[config.mk]
export PLATFORM = sky130hd
export DESIGN_NAME = receptor_ascii
export DESIGN_NICKNAME = d
export VERILOG_FILES = /design/src/rtl/receptor_ascii.sv
export SDC_FILE = /design/constraint.sdc
export NUM_CORES = 1
export LEC_CHECK = 0
export ABC_AREA = 1
export CAP_MARGIN = 20
export CORE_ASPECT_RATIO = 1.4
export CORE_MARGIN = 10
export CORE_UTILIZATION = 60
export CTS_BUF_LIST = sky130_fd_sc_hd__clkbuf_4
export DETAILED_ROUTE_END_ITERATION = 8
export MAX_ROUTING_LAYER = met4
export PLACE_DENSITY_LB_ADDON = 0.2
export RECOVER_POWER = 25
export SYNTH_ARGS = -nofsm -noshare
export SYNTH_HDL_FRONTEND = slang
export SYNTH_SLANG_ARGS = --single-unit
[constraint.sdc]
create_clock -name clock -period 4.7 [get_ports clock]
set_input_delay 0.94 -clock clock [delete_from_list [all_inputs] [get_ports clock]]
set_output_delay 0.94 -clock clock [all_outputs]
set_load 0.01 [all_outputs]
[src/rtl/receptor_ascii.sv]
// Serial ASCII receiver for "DDD,DDD#" angle/distance messages: 7E1 frames,
// shadow-buffered digits, binary conversion on the closing '#'.
module receptor_ascii #(
    parameter int CICLOS_POR_BIT = 434
) (
    input  logic       clock,
    input  logic       reset,
    input  logic       dado_serial,
    output logic [6:0] centena_angulo,
    output logic [6:0] dezena_angulo,
    output logic [6:0] unidade_angulo,
    output logic [6:0] centena_distancia,
    output logic [6:0] dezena_distancia,
    output logic [6:0] unidade_distancia,
    output logic [9:0] angulo,
    output logic [9:0] distancia,
    output logic       pronto,
    output logic       erro,
    output logic [2:0] estado
);

    typedef enum logic [2:0] {
        OCIOSO   = 3'd0,
        INICIO   = 3'd1,
        DADOS    = 3'd2,
        PARIDADE = 3'd3,
        PARADA   = 3'd4
    } estado_t;

    localparam int CW = $clog2(CICLOS_POR_BIT + 1);
    localparam logic [CW-1:0] FIM_BIT  = CW'(CICLOS_POR_BIT - 1);
    localparam logic [CW-1:0] MEIO_BIT = CW'(CICLOS_POR_BIT / 2 - 1);

    localparam logic [6:0] ASCII_ZERO    = 7'h30;
    localparam logic [6:0] ASCII_NOVE    = 7'h39;
    localparam logic [6:0] ASCII_VIRGULA = 7'h2C;
    localparam logic [6:0] ASCII_FIM     = 7'h23;

    estado_t       estado_q, estado_d;
    logic [1:0]    sinc;
    logic          rx;
    logic [CW-1:0] contador;
    logic [2:0]    conta_bits;
    logic [6:0]    dados;
    logic          bit_paridade;
    logic          amostra;
    logic          char_pronto;
    logic          char_ok;

    assign rx     = sinc[1];
    assign estado = estado_q;

    always_ff @(posedge clock) begin
        if (reset) sinc <= 2'b11;
        else       sinc <= {sinc[0], dado_serial};
    end

    // amostra marks the sampling instant of the current bit (mid-bit).
    always_comb begin
        estado_d    = estado_q;
        amostra     = 1'b0;
        char_pronto = 1'b0;
        case (estado_q)
            OCIOSO: begin
                if (!rx) estado_d = INICIO;
            end
            INICIO: begin
                if (contador == MEIO_BIT) begin
                    amostra  = 1'b1;
                    estado_d = rx ? OCIOSO : DADOS;
                end
            end
            DADOS: begin
                if (contador == FIM_BIT) begin
                    amostra = 1'b1;
                    if (conta_bits == 3'd6) estado_d = PARIDADE;
                end
            end
            PARIDADE: begin
                if (contador == FIM_BIT) begin
                    amostra  = 1'b1;
                    estado_d = PARADA;
                end
            end
            PARADA: begin
                if (contador == FIM_BIT) begin
                    amostra     = 1'b1;
                    char_pronto = 1'b1;
                    estado_d    = OCIOSO;
                end
            end
            default: estado_d = OCIOSO;
        endcase
    end

    always_ff @(posedge clock) begin
        if (reset) begin
            estado_q     <= OCIOSO;
            contador     <= '0;
            conta_bits   <= '0;
            dados        <= '0;
            bit_paridade <= 1'b0;
        end else begin
            estado_q <= estado_d;
            if (estado_q == OCIOSO || amostra) contador <= '0;
            else                               contador <= contador + 1'b1;
            if (estado_q == INICIO && amostra) conta_bits <= '0;
            if (estado_q == DADOS && amostra) begin
                dados      <= {rx, dados[6:1]};
                conta_bits <= conta_bits + 1'b1;
            end
            if (estado_q == PARIDADE && amostra) bit_paridade <= rx;
        end
    end

    // Even parity over data+parity, and the stop sample is the live line value.
    assign char_ok = ~(^{dados, bit_paridade}) & rx;

    // ---------------- message parser ----------------
    logic [2:0] posicao;
    logic [6:0] sombra [0:6];
    logic [6:0] esperado_fixo;
    logic       eh_digito;
    logic       char_esperado;

    assign eh_digito = (dados >= ASCII_ZERO) && (dados <= ASCII_NOVE);

    always_comb begin
        esperado_fixo = ASCII_ZERO;
        char_esperado = eh_digito;
        if (posicao == 3'd3) begin
            esperado_fixo = ASCII_VIRGULA;
            char_esperado = (dados == ASCII_VIRGULA);
        end else if (posicao == 3'd7) begin
            esperado_fixo = ASCII_FIM;
            char_esperado = (dados == ASCII_FIM);
        end
    end

    function automatic logic [9:0] para_binario(input logic [6:0] c,
                                                input logic [6:0] d,
                                                input logic [6:0] u);
        logic [9:0] vc, vd, vu;
        vc = {3'b000, c - ASCII_ZERO};
        vd = {3'b000, d - ASCII_ZERO};
        vu = {3'b000, u - ASCII_ZERO};
        return vc * 10'd100 + vd * 10'd10 + vu;
    endfunction

    // pronto/erro are single-cycle strobes with no handshake: a consumer that
    // is not watching on that cycle simply reads the held digit outputs later.
    always_ff @(posedge clock) begin
        if (reset) begin
            posicao           <= '0;
            pronto            <= 1'b0;
            erro              <= 1'b0;
            centena_angulo    <= ASCII_ZERO;
            dezena_angulo     <= ASCII_ZERO;
            unidade_angulo    <= ASCII_ZERO;
            centena_distancia <= ASCII_ZERO;
            dezena_distancia  <= ASCII_ZERO;
            unidade_distancia <= ASCII_ZERO;
            angulo            <= '0;
            distancia         <= '0;
            for (int i = 0; i < 7; i++) sombra[i] <= ASCII_ZERO;
        end else begin
            pronto <= 1'b0;
            erro   <= 1'b0;
            if (char_pronto) begin
                if (!char_ok || !char_esperado) begin
                    erro    <= 1'b1;
                    posicao <= '0;
                end else if (posicao == 3'd7) begin
                    pronto            <= 1'b1;
                    posicao           <= '0;
                    centena_angulo    <= sombra[0];
                    dezena_angulo     <= sombra[1];
                    unidade_angulo    <= sombra[2];
                    centena_distancia <= sombra[4];
                    dezena_distancia  <= sombra[5];
                    unidade_distancia <= sombra[6];
                    angulo            <= para_binario(sombra[0], sombra[1], sombra[2]);
                    distancia         <= para_binario(sombra[4], sombra[5], sombra[6]);
                end else begin
                    sombra[posicao] <= (posicao == 3'd3) ? esperado_fixo : dados;
                    posicao         <= posicao + 1'b1;
                end
            end
        end
    end

endmodule

# Yosys cells after proc, flatten, opt, wreduce, memory -nomap -nowiden
# Memory sizes are Yosys's and may differ from the RTL's.
# Cells that the tools add are included.
[classes]
addsub = 13
shifts = 0
reduce_logical = 18
n_mul = 4
order_cmp = 2
eq_ne = 17
bitwise = 4
mux = 31
div_mod_pow = 0
[ops]
columns = ["op", "count"]
rows = [
  ["$sub A7 B6 Y7 const B", 6],
  ["$mux W3", 11],
  ["$add A10 B10 Y10", 2],
  ["$add A10 B7 Y10", 2],
  ["$mul A7 B3 Y9 const B", 2],
  ["$mul A7 B5 Y8 const B", 2],
  ["$mux W1", 15],
  ["$pmux W3 S5", 1],
  ["$eq A7 B6 Y1 const B", 2],
  ["$mux W7", 2],
  ["$ne A2 B2 Y1 const B", 6],
  ["$add A9 B1 Y9 const B", 1],
  ["$eq A3 B2 Y1 const B", 3],
  ["$eq A3 B3 Y1 const B", 3],
  ["$eq A9 B8 Y1 const B", 1],
  ["$eq A9 B9 Y1 const B", 1],
  ["$reduce_xor A8 Y1", 1],
  ["$ge A7 B6 Y1 const B", 1],
  ["$le A7 B6 Y1 const B", 1],
  ["$reduce_or A7 Y1", 1],
  ["$add A3 B1 Y3 const B", 2],
  ["$reduce_and A6 Y1", 1],
  ["$reduce_or A3 Y1", 2],
  ["$logic_and A1 B1 Y1", 4],
  ["other kinds (11)", 16],
]
[totals]
memories = 1
ramBits = 49
word_cells = 107
latchBits = 0
ff_bits = 92
mem_bits_ro = 0
[mem_list]
columns = ["memory", "words", "word_bits", "read_ports", "rd_ports_with_merged_regs", "write_ports", "line_no", "text"]
rows = [
  ["sombra", 7, 7, 6, 0, 7, "121", "logic [6:0] sombra [0:6];"],
]

# Longest topological paths before layout
# Gate-level depths: netlist of the first run.
[depth]
depth_word = 12
mapped_depth = 19
mapped_depth_nobuf = 19

# Worst setup path before layout of the first run
# OpenSTA, ideal clock, no wires.
[synth_timing]
path_type = "register to register"
startpoint = "memory sombra[4][2]"
endpoint = "register distancia[9]"
path_stages_with_launch = 15
path_slack_ps = 1363
arrival_ps = 3220
setup_ps = 117
required_time_ps = 4583
n_path_buf = 0
cell_sequence = "edfxtp_1 > ha_1 > ha_1 > fa_1 > ha_1 > xnor2_1 > ha_1 > ha_1 > nand2_1 > o31ai_1 > inv_1 > nand3_1 > nand2_1 > nor2_1 > nor2_1"
[synth_rtl]
columns = ["item", "line_no", "text"]
rows = [
  ["start, declared", "121", ""],
  ["end signal, assigned", "183", "distancia <= para_binario(sombra[4], sombra[5], sombra[6]);"],
  ["end, declared", "16", "output logic [9:0] distancia,"],
]

==> impl.org, run 1 <==
** CTS
- Number of buffers inserted by hold repair at cts :: 0
- Clock latency on the worst-skew pair, taken at its later pin, is approximately 0.54 ns.
- CTS HTree Levels :: 4
- CTS placed an instance of sky130_fd_sc_hd__clkbuf_4 at the clock tree root.
- CTS buffer count :: 17
- Clock-pin slew was measured on the worst setup and hold paths at 0.12 ns.
- TritonCTS built the clock tree.
- The tree built by TritonCTS fans out to 132 sinks.
- In this run the post-CTS setup repair buffer count came out at 0.
- The number of gates resized after CTS was 0.
- Counting along the longest clock path gives a buffer depth of 2.

** STA
- Highest clock frequency the design can meet :: between 0.2 and 0.3 GHz
- Setup repair after global routing left no endpoint under its margin.
- Post-route setup TNS :: 0 ns
- The number of hold-slack violations in the final timing report was 0.
- Of the available clock period, the critical path in the final layout requires between 80% and 90%.
- The final count of pins violating max slew came to between 50 and 60.
- Number of setup violations in the final report :: 0
- Across the routed clock network, the largest skew measured is around 0.017 ns.
- Worst relative slew slack :: -18.3%
- Worst-case setup margin in the final layout :: about 0.84 ns
- Actual slew at the worst max-slew pin :: roughly 1.8 ns
- The worst path needs between 3 and 4 ns of the cycle, external delays included.

** Yosys
- sky130_fd_sc_hd__dfxtp_1 takes more of the synthesized area than any other cell.
- Predominant post-synthesis flop cell :: sky130_fd_sc_hd__dfxtp_1
- The synthesized netlist occupies a cell area of between 7000 and 8000 um^2.
- Synthesized area per cell :: about 8.8 um^2
- Async S/R FF share, synth :: 0%
- Yosys mapped a number of flops with a built-in enable equal to 35.
- Portion of synthesized cell area occupied by the leading cell type :: between 20% and 30%
- Sequential share of the synthesized area :: 40.1%
- #FFs+latches synth :: approximately 130
- Yosys printed 0 warnings.
- Cell types occupying the most area after synthesis :: sky130_fd_sc_hd__dfxtp_1 26%, sky130_fd_sc_hd__edfxtp_1 14%, sky130_fd_sc_hd__ha_1 13%
- Library cells used by synthesis :: 48
- Gate count of the mapped netlist :: 849

** Cells and area
- Relative to the synthesized area, the layout overhead comes to 13.7%.
- Most frequent cells in the layout :: 113 x sky130_fd_sc_hd__nand2_1, 108 x sky130_fd_sc_hd__nor2_1, 102 x sky130_fd_sc_hd__inv_1, 97 x sky130_fd_sc_hd__dfxtp_1, 80 x sky130_fd_sc_hd__ha_1
- The final layout contains roughly 1000 nets.
- Number of filler cells placed in the layout :: between 1000 and 1500
- Of the cells placed in the final design, the portion with a size suffix greater than 1 is between 8 and 9%.
- The library cell used most frequently in the layout, excluding fill and tap cells, is sky130_fd_sc_hd__nand2_1.
- Excluding fillers, the count of instances in the completed layout stands at 1081.

** Worst setup path
- Critical path's slowest cell :: sky130_fd_sc_hd__inv_1
- Startpoint-to-endpoint class of the critical path :: input port to flip-flop
- Traced cell by cell, the critical path runs through dlygate4sd3_1 > clkbuf_1 > inv_1 > nand3_1 > nand4_1 > nand2_1 > nor2_1.
- Critical Path End Type :: flip-flop
- Critical path peak fanout :: 58
- Required time at the worst-slack endpoint :: roughly 5.2 ns
- STA classifies the critical path startpoint as an input port.
- Crit path DAT :: between 4 and 5 ns
- On the worst path, the slowest cell contributes a delay of between 1 and 1.5 ns.

** Placement
- Half-perimeter wire length after detailed placement :: roughly 13 mm
- In this run, placement finished with an instance count of ~1000.
- Number of port buffers :: 69
- Routability cong. :: 0.955
- Before CTS, the worst setup slack after placement is 1.08 ns.

** Floorplanning
- Measured along the y axis, the die boundary spans 152 um.
- The die covers roughly 17000 um^2.
- Number of placed I/O pins :: 70
- The core region is ~12000 um^2.
- Horizontal extent of the die :: 114 um
- Row cnt :: 48
- Initial core utilization :: between 60% and 70%

** Route
- In the final routed layout, each cell accounts on average for approximately 15 um.
- Once detail routing completed, the nets flagged for antenna violations numbered 0.
- In this run, the number of DRC markers left after iteration 0 of detailed routing was about 270.
- The first TritonRoute pass finished after 5 iterations.
- The routed design has between 15 and 20 mm of wire.
- Via density per instance :: roughly 5.4
- Vias :: 5840
- In the routed design, unresolved DRC markers number 0.

** Flow run
- Max-cap violations in this run came to 1.

** Power
- Dividing total power by cell area gives a power density of 304 nW/um^2.
- In this run the static leakage power is a little under 4 nW.
- Maximum VDD drop :: ~220 uV

** Global route
- The number of antenna violations at the first check in global routing was 1.
- Global Route Usage Sum :: around a fifth
- Entering global routing, the biggest net connects 75 pins.
- First-pass GRT wire length :: 27.6 mm
- Total overflow reported by the global router :: 0
- Number of global-route vias before repair :: ~5900

** Status
- The flow ran to the end, but the final reports show violations.
- The final reports fail on capacitance limit, slew limit.

** Worst hold path
- Type of the worst min-delay path :: flip-flop to flip-flop
area by class of cell:
cell class	instances	area, um^2	share of cell area [%]
Antenna cell	1	2.50	0.0295
Clock buffer	17	128	1.50
Clock inverter	15	155	1.83
Inverter	116	438	5.16
Multi-Input combinational cell	578	3880	45.7
Sequential cell	132	2990	35.2
Tap cell	150	188	2.21
Timing Repair Buffer	72	709	8.35
synthesized netlist by cell type, drive strengths merged (2+ instances only):
cell type,instances
nand4,10
or2,7
ha,80
a31oi,3
o21bai,3
o21ai,66
o221ai,2
inv,116
a211oi,2
dfxtp,97
clkbuf,10
edfxtp,35
nand2,117
fa,18
nor3,9
o31ai,2
nor2,112
buf,17
nand3,32
o211ai,7
xor2,23
xnor2,18
a21oi,56
routing by layer:
metal	vias to the layer above	wire length [um]	GRT usage [%]
li1	2915	-	-
met1	2717	6760	21.6
met2	168	8480	34.0
met3	40	843	4.14
met4	0	467	7.30
met5	-	0	-
report_power, final:
part           switching, W  total (W)  internal, W
logic              0.000351   0.000618     0.000268
registers         0.0000177    0.00120      0.00118
clock network      0.000448   0.000767     0.000319
path summary, 6_finish.rpt:
kind,startpoint,endpoint,slack [ns],cells after the start
worst min-delay path,sombra[6][0],unidade_distancia[0],0.45,2
worst max register to register,sombra[4][2],distancia[9],1.04,16
worst max-delay path,reset,sombra[6][3],0.84,7
worst min register to register,sombra[6][0],unidade_distancia[0],0.45,2
flip-flops by register name, indices dropped and copies added, names as in the netlist:
name,flops
sombra,42
angulo,9
contador,9
distancia,9
centena_angulo,7
centena_distancia,7
dados,7
dezena_angulo,7
dezena_distancia,7
unidade_angulo,7
unidade_distancia,7
conta_bits,3
estado,3
posicao,3
sinc,2
bit_paridade,1
erro,1
pronto,1
through the flow:
stage	hold slack, ns	area (um^2)	util [%]	total power, W
after floorplan	0.389	7480	-	0.00172
after global placement	0.414	8240	67.3	0.00181
after detailed placement	0.415	8240	67.3	0.00184
after CTS	0.446	8520	69.6	0.00261
after global routing	0.462	8490	69.3	0.00274
final	0.451	8490	69.3	0.00259
cell families (layout without fill, tap and decap cells):
group / Yosys count / count (layout) / synth area share [%]
AND/OR/NAND/NOR: 289 / 289 / 18.0
AO/OA/AOI/OAI: 145 / 145 / 11.0
buffers and inverters: 143 / 220 / 7.89
flip-flops: 132 / 132 / 40.1
adder cells (fa/ha/maj): 98 / 98 / 18.2
XOR/XNOR: 41 / 41 / 4.81
other: 1 / 6 / 0.0502
critical path, delay by kind of cell:
kind	cells	cell delay, ns
buffers and inverters	3	2.31
AND/OR/NAND/NOR	4	1.06
Power figures use the tool's default switching activity.
==> run 2: changes to the inputs <==
clock period = 3.9 ns   (was 4.7 ns; I/O delays follow)
==> impl.org, run 2 (synthesis gave the netlist of run 1 again) <==
** Status
- Result of the run :: completed

** Floorplanning
- In this run the horizontal extent of the chip is 114 um.
- The die covers approximately 17000 um^2.
- Die Span Y :: between 150 and 200 um
- Once the floorplan was initialized, standard cells occupied between 60 and 70% of the core.
- Row generation in the floorplan step produced 48 rows.
- Placeable core area :: 12300 um^2
- 70 I/O pins were placed.

** CTS
- The later pin in the worst-skew pair is clocked with a latency of between 0.5 and 0.6 ns.
- Clock-pin slew was measured on the worst setup and hold paths at 0.14 ns.
- CTS tree :: done
- CTS HTree Levels :: 4
- The clock passes through at most 2 buffers.
- Number of buffers inserted by hold repair at cts :: 0
- CTS buffer count :: 17
- Root buffer cell :: sky130_fd_sc_hd__clkbuf_4
- Post-CTS timing repair inserted 0 buffers for setup.
- Count of cells resized by post-cts repair :: 0
- Clock sink count :: 132

** STA
- Setup violations remaining at the end of the flow were counted as 0.
- The number of hold-slack violations in the final timing report was 0.
- The worst pin sits at a relative slew slack of roughly a fifth.
- Number of pins exceeding their max-slew limit in the final report :: 0
- Final hold slack :: between 0.4 and 0.5 ns
- Tmin final :: between 3 and 4 ns
- Fraction of the cycle the final worst path needs :: roughly 94%
- Post-route setup TNS :: 0 ns
- Setup repair after global routing left no endpoint under its margin.
- Highest clock frequency the design can meet :: 0.273 GHz
- Actual slew at the worst max-slew pin :: between 1 and 1.5 ns
- On the final layout, the worst clock skew is between 0.02 and 0.03 ns.

** Route
- Before antenna repair, the detailed router went through 5 iterations.
- Once detail routing completed, the nets flagged for antenna violations numbered 0.
- DR WL/cell :: ~15 um
- In the routed layout, each cell is associated on average with a via count of around 5.4.
- After detailed routing, the total wire length is about 17 mm.
- In the routed design, unresolved DRC markers number 0.
- Number of design-rule violations left by the first detailed-router iteration :: approximately 300
- Vias :: 5814

** Cells and area
- Final cell utilization of the core :: between 60% and 70%
- More flip-flops sit in one register than any other, and that register is sombra.
- Layout cells sized above 1 :: ~8.1%
- The register with the most flip-flops in the layout has 42 of them.
- Area Growth Syn to Fin :: 13.9%
- Most frequent cells in the layout :: 113 x sky130_fd_sc_hd__nand2_1, 106 x sky130_fd_sc_hd__nor2_1, 103 x sky130_fd_sc_hd__inv_1, 97 x sky130_fd_sc_hd__dfxtp_1, 80 x sky130_fd_sc_hd__ha_1
- Once layout is done, the placed cells without fillers occupy 8510 um^2.
- The layout has approximately 980 filler cells.
- Total Nets Final :: a little over 1000
- Most common cell after layout, fill and taps aside :: sky130_fd_sc_hd__nand2_1

** Global route
- Antenna violations before repair :: 1
- The first global-routing pass estimated approximately 28 mm of wire.
- Number of global-route vias before repair :: between 5000 and 6000
- After global routing the overflow that remains totals 0.
- Maximum number of pins on one net before global-route repair :: 75
- Global routing consumed, over all layers together, ~20% of the routing resources.

** Placement
- Routability cong. :: 0.940
- Detailed placement ended at an HPWL of 12.8 mm.
- DP Area :: between 8000 and 9000 um^2
- Input and output buffers added on the ports amount to 69.

** Power
- Power spread over the standard cell area amounts to around 360 nW/um^2.
- Across the VDD grid, the largest voltage drop is around 260 uV.
- For this design the static power due to leakage is roughly 4 nW.
- Post-layout total power :: 0.00309 W

** Worst setup path
- The worst register-to-register path has a setup slack of ~0.23 ns.
- Data on the critical path is required at its endpoint by roughly 4.4 ns.
- STA classifies the critical path endpoint as a flip-flop.
- Crit path DAT :: ~4.2 ns
- Critical path launch point type :: flip-flop
- The worst setup path is of the flip-flop to flip-flop kind.
- Critical path peak fanout :: 4

** Worst hold path
- The path class of the tightest hold or removal check is flip-flop to flip-flop.

** Flow run
- Max Cap Violations :: 0
==> run 2: changes by cell type in the layout (fill, tap and decap cells not counted), sizes merged <==
| cell | previous run | this run |
|---|---|---|
| buf | 2 | 3 |
| bufinv | 2 | 1 |
| clkdlybuf4s50 | 31 | 28 |
| clkinv | 6 | 7 |
| clkinvlp | 3 | 1 |
| dlygate4sd3 | 38 | 41 |
| inv | 120 | 122 |
==> run 2: layout make-up <==
type,instances,area [um^2],area share (%)
multi-input cells,578,3880,45.6
clock buffers,17,128,1.50
clock inverters,15,146,1.72
inverters,116,438,5.15
well taps,150,188,2.21
diodes,1,2.50,0.0294
repair buffers,73,729,8.57
flip-flops and latches,132,2990,35.2
==> run 2: report_power, final <==
part	internal, W	leakage, nW	switching (W)
clock	0.000332	0.146	0.000563
combinational	0.000324	2.63	0.000424
sequential	0.00143	1.12	0.0000226
==> run 2: path summary, 6_finish.rpt <==
check          startpoint  cells after the start      endpoint
max reg2reg  sombra[4][2]                     16  distancia[9]
min               sinc[0]                      1       sinc[1]
min reg2reg       sinc[0]                      1       sinc[1]
max          sombra[4][2]                     16  distancia[9]
==> run 2: critical path, stage by stage, from the launching register on <==
cell                       delay (ns)
sky130_fd_sc_hd__edfxtp_1        0.49
sky130_fd_sc_hd__ha_1            0.33
sky130_fd_sc_hd__ha_1            0.33
sky130_fd_sc_hd__fa_1            0.51
sky130_fd_sc_hd__ha_1            0.36
sky130_fd_sc_hd__xnor2_1         0.15
sky130_fd_sc_hd__ha_1            0.30
sky130_fd_sc_hd__ha_1            0.34
sky130_fd_sc_hd__nand2_1         0.10
sky130_fd_sc_hd__a21oi_1         0.05
sky130_fd_sc_hd__a211oi_1        0.19
sky130_fd_sc_hd__o31ai_1         0.13
sky130_fd_sc_hd__inv_1           0.07
sky130_fd_sc_hd__nand3_1         0.07
sky130_fd_sc_hd__nand2_1         0.06
sky130_fd_sc_hd__nor2_1          0.03
sky130_fd_sc_hd__nor2_1          0.11
==> run 2: stage by stage <==
stage | worst slack, ns | std cells
floorplan | 0.563 | 853
global placement | 0.417 | 1049
detailed placement | 0.274 | 1049
CTS | 0.235 | 1081
global route | 0.0687 | 1082
finish | 0.232 | 1082
==> run 2: layer usage <==
metal	up-vias	GRT usage [%]	wire, um
met5	-	-	0
met4	0	7.54	463
met3	37	4.61	640
met2	118	34.3	8670
met1	2741	22.0	6890
li1	2918	-	-
==> run 3: changes to the inputs <==
ABC_AREA = 0   (was 1)
==> impl.org, run 3 <==
** Status
- The flow ran to the end, but the final reports show violations.
- The final reports fail on capacitance limit, slew limit.

** CTS
- Count of cells resized by post-cts repair :: 0
- Clock latency on the worst-skew pair, taken at its later pin, is 0.53 ns.
- Root buffer cell :: sky130_fd_sc_hd__clkbuf_4
- The H-tree was split into 4 levels.
- In this run the deepest clock path goes through 2 buffers.
- TritonCTS built the clock tree.
- Buffers added to address setup during post-CTS repair amount to 0.
- Clock sink count :: 132
- CTS buffer count :: 17
- Clock-pin slew was measured on the worst setup and hold paths at 0.12 ns.
- Number of buffers inserted by hold repair at cts :: 0

** Worst setup path
- The setup path with the least slack is of type flip-flop to flip-flop.
- Critical Path End Type :: flip-flop
- STA classifies the critical path startpoint as a flip-flop.
- Critical path peak fanout :: 4
- For the worst setup path, the data arrival time is between 4 and 5 ns.
- Required time at the worst-slack endpoint :: 4.37 ns

** Yosys
- Counting instances in the post-synthesis netlist gives the leading cell types as 97 x sky130_fd_sc_hd__dfxtp_1, 90 x sky130_fd_sc_hd__nor2_1, 80 x sky130_fd_sc_hd__ha_1.
- Counting flops and latches in the post-synthesis netlist gives approximately 130.
- Library cells used by synthesis :: 60
- After technology mapping, the gate count stands at approximately 740.
- Synthesized area per cell :: ~10 um^2
- Sequential share of the synthesized area :: between 40% and 50%
- Number of warnings issued by yosys :: 0
- Yosys mapped a number of flops with a built-in enable equal to 35.
- For this run, the leading register cell type out of synthesis is sky130_fd_sc_hd__dfxtp_1.
- Sorting the synthesized cells by area gives the leading types as sky130_fd_sc_hd__dfxtp_1 26%, sky130_fd_sc_hd__edfxtp_1 14%, sky130_fd_sc_hd__ha_1 13%.
- In the synthesized netlist the async set-or-reset flop fraction comes to 0%.
- Area of the mapped netlist :: between 7000 and 8000 um^2
- Portion of synthesized cell area occupied by the leading cell type :: about a quarter
- Most common cell in the synthesized netlist :: sky130_fd_sc_hd__dfxtp_1
- The biggest area contributor in the post-synthesis netlist is sky130_fd_sc_hd__dfxtp_1.

** Power
- Power comes to 0.00269 W.
- PD cells :: between 300 and 400 nW/um^2
- Maximum VDD drop :: roughly 280 uV
- Pleak :: 3.54 nW

** Global route
- Met1 global-route usage :: around 22%
- The total overflow left after global routing is 0.
- For met2 alone, demand over resource in global routing was between 30% and 40%.
- Met3 Use GR :: roughly 5.0%
- Global routing used just over 20% of the available tracks.
- Maximum number of pins on one net before global-route repair :: 63
- The number of global-route vias before repair came to between 5000 and 6000.
- The number of antenna violations at the first check in global routing was 1.
- The first global-routing pass estimated approximately 27 mm of wire.
- met2 is the most crowded layer.

** Route
- For this block, the initial DRC count from the detailed router was a little over 300.
- DR pass1 iterations :: 7
- After detailed routing, the average wire length per cell comes to roughly 17 um.
- The routed design has around 17 mm of wire.
- The detail route stage leaves a number of antenna-violating nets equal to 0.
- Via density per instance :: around 5.6
- Vias :: between 5000 and 6000
- In the routed design, unresolved DRC markers number 0.

** Placement
- Count of placed standard cells including taps :: 947
- Half-perimeter wire length after detailed placement :: between 10 and 15 mm
- Routability-driven placement finished with a final weighted congestion of about 0.9.
- Number of port buffers :: between 60 and 70

** STA
- Summed over all failing endpoints, the final setup total negative slack is 0 ns.
- The clock arrives with between 0.015 and 0.02 ns of skew.
- The final count of pins violating max slew came to 63.
- The number of hold-slack violations in the final timing report came to 0.
- Fraction of the cycle the final worst path needs :: between 90% and 100%
- Number of setup violations in the final report :: 0
- The worst pin sits at a relative slew slack of -83.0%.
- For the pin with the worst max-slew slack, the measured transition is 2.75 ns.
- Tmin final :: ~3.7 ns
- Unrepaired setup endpoints after global routing :: false
- Highest clock frequency the design can meet :: 0.272 GHz

** Floorplanning
- The region available for standard cell placement spans approximately 12000 um^2.
- Area enclosed by the die boundary :: approximately 17000 um^2
- Number of placed I/O pins :: 70
- Horizontal extent of the die :: 114 um
- Die Span Y :: 152 um
- Once the floorplan was initialized, standard cells occupied about three fifths of the core.
- Row cnt :: 48

** Cells and area
- Total Nets Final :: between 900 and 1000
- Number of flip-flops under the largest register name :: 42
- Area Growth Syn to Fin :: 15.5%
- Non-filler instance count after layout :: a little under 1000
- The library cells used most frequently in the layout, excluding fill and tap cells, are 97 x sky130_fd_sc_hd__dfxtp_1, 90 x sky130_fd_sc_hd__nor2_1, 80 x sky130_fd_sc_hd__ha_1, 69 x sky130_fd_sc_hd__inv_1, 58 x sky130_fd_sc_hd__mux2i_1.
- The register with the most flip-flops in the final layout is sombra.
- Layout cells sized above 1 :: under 10%
- Most common cell after layout, fill and taps aside :: sky130_fd_sc_hd__dfxtp_1

** Worst hold path
- The tightest min-delay check is of the flip-flop to flip-flop type.

** Flow run
- Max-cap violations in this run came to 1.
[run 3: cell types whose count changed in the layout (fill, tap and decap cells not counted), sizes merged, moves of 22 or more]
cell and change:
a21oi -27, inv -47, mux2i +58, nand2 -71, nor2 -22, o21ai -48
[run 3: worst paths after layout]
path	depth (start not counted)	end	start	slack, ns
max	12	distancia[9]	sombra[4][2]	0.23
min	1	sinc[1]	sinc[0]	0.43
max reg2reg	12	distancia[9]	sombra[4][2]	0.23
min reg2reg	1	sinc[1]	sinc[0]	0.43
[run 3: power by group]
group          leakage [nW]  total [W]  internal [W]  switching, W
Sequential             1.11    0.00143       0.00141     0.0000129
Clock                 0.163   0.000974      0.000449      0.000525
Combinational          2.26   0.000290      0.000129      0.000160
[run 3: layer usage]
layer | part of all wire [%] | up-vias
met2 | 52 | 138
met3 | 4.6 | 30
met5 | 0 | -
met4 | 2.2 | 0
li1 | - | 2696
met1 | 42 | 2603
[run 3: per-stage QoR]
step	util [%]	instance area, um^2	hold WS (ns)	worst slack (ns)
3_5_place_dp	67.7	8300	0.399	0.266
3_3_place_gp	67.7	8300	0.398	0.398
4_1_cts	70.1	8580	0.431	0.224
6_report	70.0	8580	0.430	0.226
2_1_floorplan	-	7440	0.389	0.410
5_1_grt	70.0	8580	0.436	0.0637
[run 3: area by class of cell]
cell class              instances  area [um^2]
multi-input cells             510         4030
fillers                       980         3670
flip-flops and latches        132         2990
repair buffers                 85          813
inverters                      70          263
well taps                     150          188
clock inverters                13          154
clock buffers                  18          135
diodes                          1         2.50
[run 3: critical path: stages (launching register included)]
cell	delay [ns]
sky130_fd_sc_hd__edfxtp_1	0.47
sky130_fd_sc_hd__ha_1	0.35
sky130_fd_sc_hd__ha_1	0.32
sky130_fd_sc_hd__fa_1	0.50
sky130_fd_sc_hd__ha_1	0.35
sky130_fd_sc_hd__xnor2_1	0.15
sky130_fd_sc_hd__ha_1	0.21
sky130_fd_sc_hd__xnor2_1	0.18
sky130_fd_sc_hd__xnor2_1	0.14
sky130_fd_sc_hd__xnor3_1	0.43
sky130_fd_sc_hd__xnor2_1	0.15
sky130_fd_sc_hd__xor2_1	0.17
sky130_fd_sc_hd__a21oi_1	0.19
[run 3: cell families after synthesis]
family,Yosys count,synth area share [%]
multiplexers,58,7.82
adder cells (fa/ha/maj),98,18.3
other,1,0.0505
flip-flops,132,40.3
buffers and inverters,100,5.61
XOR/XNOR,46,5.98
AND/OR/NAND/NOR,208,13.2
AO/OA/AOI/OAI,95,8.74
